===== config.mk =====
export PLATFORM = sky130hd
export DESIGN_NAME = add_4
export DESIGN_NICKNAME = d
export VERILOG_FILES = /design/src/rtl/add_4_pkg.sv /design/src/rtl/add_4_full_adder.sv /design/src/rtl/add_4.sv
export SDC_FILE = /design/constraint.sdc
export NUM_CORES = 1
export LEC_CHECK = 0
export CAP_MARGIN = 0
export CORE_AREA = 2 2 39 41
export CTS_CLUSTER_SIZE = 12
export DETAILED_ROUTE_END_ITERATION = 6
export DIE_AREA = 0 0 41 43
export SLEW_MARGIN = 20
export SYNTH_ARGS = -nofsm -noshare
export SYNTH_HDL_FRONTEND = slang
export SYNTH_HIERARCHICAL = 1
export SYNTH_SLANG_ARGS = --single-unit

===== constraint.sdc =====
create_clock -name clk -period 2.6 [get_ports clk]
set_input_delay 0.39 -clock clk [delete_from_list [all_inputs] [get_ports clk]]
set_output_delay 0.39 -clock clk [all_outputs]
set_load 0.1 [all_outputs]

===== src/rtl/add_4_pkg.sv =====
// Shared constants for the add_4 datapath cell.
// Holds the fixed operand width used by the adder and its users.
package add_4_pkg;

    localparam int ADD4_W = 4;

endpackage


===== src/rtl/add_4_full_adder.sv =====
// One-bit full adder, the leaf cell of the add_4 ripple chain.
// Ports: a, b, cin in; s sum bit, cout carry out.
module full_adder (
    input  logic a,
    input  logic b,
    input  logic cin,
    output logic s,
    output logic cout
);

    logic p;

    assign p    = a ^ b;
    assign s    = p ^ cin;
    assign cout = (a & b) | (cin & p);

endmodule


===== src/rtl/add_4.sv =====
// 4-bit ripple-carry adder with combinational and registered results.
// Ports: clk, rst_n, a, b, cin in; sum, cout, sum_q, cout_q, ovf_q out.
module add_4
    import add_4_pkg::*;
(
    input  logic              clk,
    input  logic              rst_n,
    input  logic [ADD4_W-1:0] a,
    input  logic [ADD4_W-1:0] b,
    input  logic              cin,
    output logic [ADD4_W-1:0] sum,
    output logic              cout,
    output logic [ADD4_W-1:0] sum_q,
    output logic              cout_q,
    output logic              ovf_q
);

    logic [ADD4_W:0] c;
    logic            ovf;

    assign c[0] = cin;

    for (genvar i = 0; i < ADD4_W; i++) begin : g_fa
        full_adder u_fa (
            .a    (a[i]),
            .b    (b[i]),
            .cin  (c[i]),
            .s    (sum[i]),
            .cout (c[i+1])
        );
    end

    assign cout = c[ADD4_W];

    // Signed overflow: carry into the sign bit differs from carry out.
    assign ovf = c[ADD4_W-1] ^ c[ADD4_W];

    always_ff @(posedge clk or negedge rst_n) begin
        if (!rst_n) begin
            sum_q  <= '0;
            cout_q <= 1'b0;
            ovf_q  <= 1'b0;
        end else begin
            sum_q  <= sum;
            cout_q <= cout;
            ovf_q  <= ovf;
        end
    end

`ifndef SYNTHESIS
    // Inputs are stable at the clock edge, so the ripple chain has settled.
    always @(posedge clk) begin
        if (!$isunknown({a, b, cin})) begin
            a_sum : assert ({cout, sum} == 5'(a) + 5'(b) + 5'(cin));
            a_nox : assert (!$isunknown({sum, cout, ovf}));
        end
    end
`endif

endmodule


==> results.yml <==
outcome:
  outcome: "finished with violations"
  violations: "negative setup slack"
worst_setup_path:
  crit_chain: "buf_6 -> fa_2 -> fa_2 -> fa_2 -> fa_2 -> buf_12"
  critPathBufInv: 2
  crit_fanout: 2
  end_kind: "output port"
  cp_top_family: "adder cells"
  path_common_cell: "fa_2"
  crit_cells: 6
  crit_arrival_ns: 2.34
  cp.required_ns: 2.21
  startpoint_type: "input pin"
  critPathCapture: "sum[3]"
  worstSetupStartpoint: "cin"
  slowest_delay_ns: 0.57
  worstSetupPathType: "input pin to output port"
  slowest_stage: "fa_2"
drt:
  wire_per_inst_um: 11.9
  vias: 191
  drc: 0
  ant_nets: 0
  first_pass_iters: 1
  drt_iter0_markers: 0
  viasPerCell: 3.60
  drt_wl_total_um: 633
global_routing:
  grt_pass1_vias: 215
  antenna_found_initial: 0
  grt_max_degree: 7
  grt_first_pass_wirelength_um: 952
  grt_usage_pct: 9.37
  globalRouteOverflowTotal: 0
timing:
  min_period_over_period_pct: 105
  hold_violations: 0
  maxSlewHeadroom_pct: 81.4
  fmaxAchievable_mhz: 367
  worst_pin_slew_ns: 0.281
  setup_ws_ns: -0.126
  setup_viol: 1
  slew_violations: 0
  min_period_ns: 2.73
  rsz0062_at_grt: "yes"
layout:
  nNetsFinal: 54
  layout-drive-gt1-share_pct: 62.2
  final_cell_mix: "buf_4, dfrtp_1, clkdlybuf4s50_1"
  areaGrowthSynthToFinish_pct: 127
  fin_cells: 53
  fin_util_pct: 39.2
  layout.cells.most_common: "buf_4"
  diodes: 0
  fillers: 147
yosys:
  ys_seq_elements: 6
  yosysUniqueCellTypes: 3
  synthesis.nets: 26
  yosysTopAreaCellShare_pct: 62.8
  ys_seq_area_share_pct: 62.8
  synth_area_leader_cell: "dfrtp_1"
  netlist_top_cells_area: "dfrtp_1, fa_1, xor2_1"
  netlist_instances: 11
  synth_area_sq_um: 239
  ys_warn_count: 6
  avgSynthCellArea_sq_um: 21.7
pwr:
  vdd_drop_max_v: 0.000319
  p_leak_nw: 0.242
  power_density_nw_per_um2: 1010
place:
  placedCellCount: 50
  io_buffers: 21
  gp_congestion: 0.629
  post-dp-hpwl_um: 583
die:
  dieArea_sq_um: 1760
  rows: 14
  initial_core_util_pct: 17.3
  io_pins: 22
  fp.dieW_um: 41
  fp.dieH_um: 43
  coreArea_sq_um: 1380
clock_tree:
  clock_sinks: 6
  clk_path_buf_depth: 2
  root_buffer: "clkbuf_4"
  htree_levels: 1
  cts_buffers: 3
  ctsHoldBuffers: 0
  clk_pin_slew_worst_paths_ns: 0.04
  cts_tree: "built"
  post_cts_buffers: 0
worst_hold_path:
  hold_path_class: "input pin to asynchronous set/reset pin"
flow_run:
  drv_cap: 0
sequential cells by signal, indices dropped and copies added, names as in the netlist:
signal / flops
sum_q: 4
cout_q: 1
ovf_q: 1
layer usage:
| metal | routed length (um) | global-route usage [%] | vias to the layer above |
|---|---|---|---|
| li1 | - | - | 85 |
| met1 | 175 | 7.41 | 80 |
| met2 | 314 | 13.8 | 24 |
| met3 | 126 | 7.33 | 2 |
| met4 | 16 | 8.00 | 0 |
| met5 | 0 | 0 | - |
layout make-up:
cell class	instances	area, sq um	area share [%]
Multi-Input combinational cell	5	98.8	18.2
Clock buffer	3	22.5	4.16
Tap cell	16	20.0	3.70
Sequential cell	6	150	27.7
Timing Repair Buffer	23	250	46.2
worst min path at each step:
stage | end | slack, ns | cells past startpoint
2_1_floorplan | cout_q | 0.09 | 0
6_report | ovf_q | 0.38 | 1
5_1_grt | cout_q | 0.39 | 1
4_1_cts | ovf_q | 0.38 | 1
3_5_place_dp | ovf_q | 0.63 | 1
3_3_place_gp | sum_q[0] | 0.63 | 1
cell usage after synthesis:
cell,n
dfrtp_1,6
fa_1,4
xor2_1,1
where the power goes:
part	leakage (nW)	internal [W]	total, W	switching (W)
Sequential	0.0699	0.000109	0.000114	0.00000447
Clock	0.0138	0.0000519	0.0000811	0.0000292
Combinational	0.158	0.0000999	0.000353	0.000253
logic make-up (layout without fill, tap and decap cells):
| group | after synthesis | count (layout) | synth area share (%) |
|---|---|---|---|
| flip-flops | 6 | 6 | 62.8 |
| XOR/XNOR | 1 | 1 | 3.67 |
| adder cells (fa/ha/maj) | 4 | 4 | 33.5 |
| buffers and inverters | 0 | 26 | 0 |
what timing repair did:
item                       CTS  global route
gates cloned                 0             0
pin swaps                    4             0
gates resized for setup     14             0
setup endpoints to repair    4             1
stage by stage:
step	setup slack [ns]	cell area (sq um)	hold WS, ns	total power, W	TNS [ns]
finish	-0.126	542	0.379	0.000548	-0.126
global route	-0.178	542	0.387	0.000572	-0.178
CTS	-0.137	542	0.379	0.000556	-0.137
detailed placement	-0.607	529	0.633	0.000474	-1.76
global placement	-0.567	529	0.630	0.000471	-1.47
floorplan	-0.220	249	0.0944	0.000364	-0.227
Note: power is estimated with default switching activity, not from simulation.
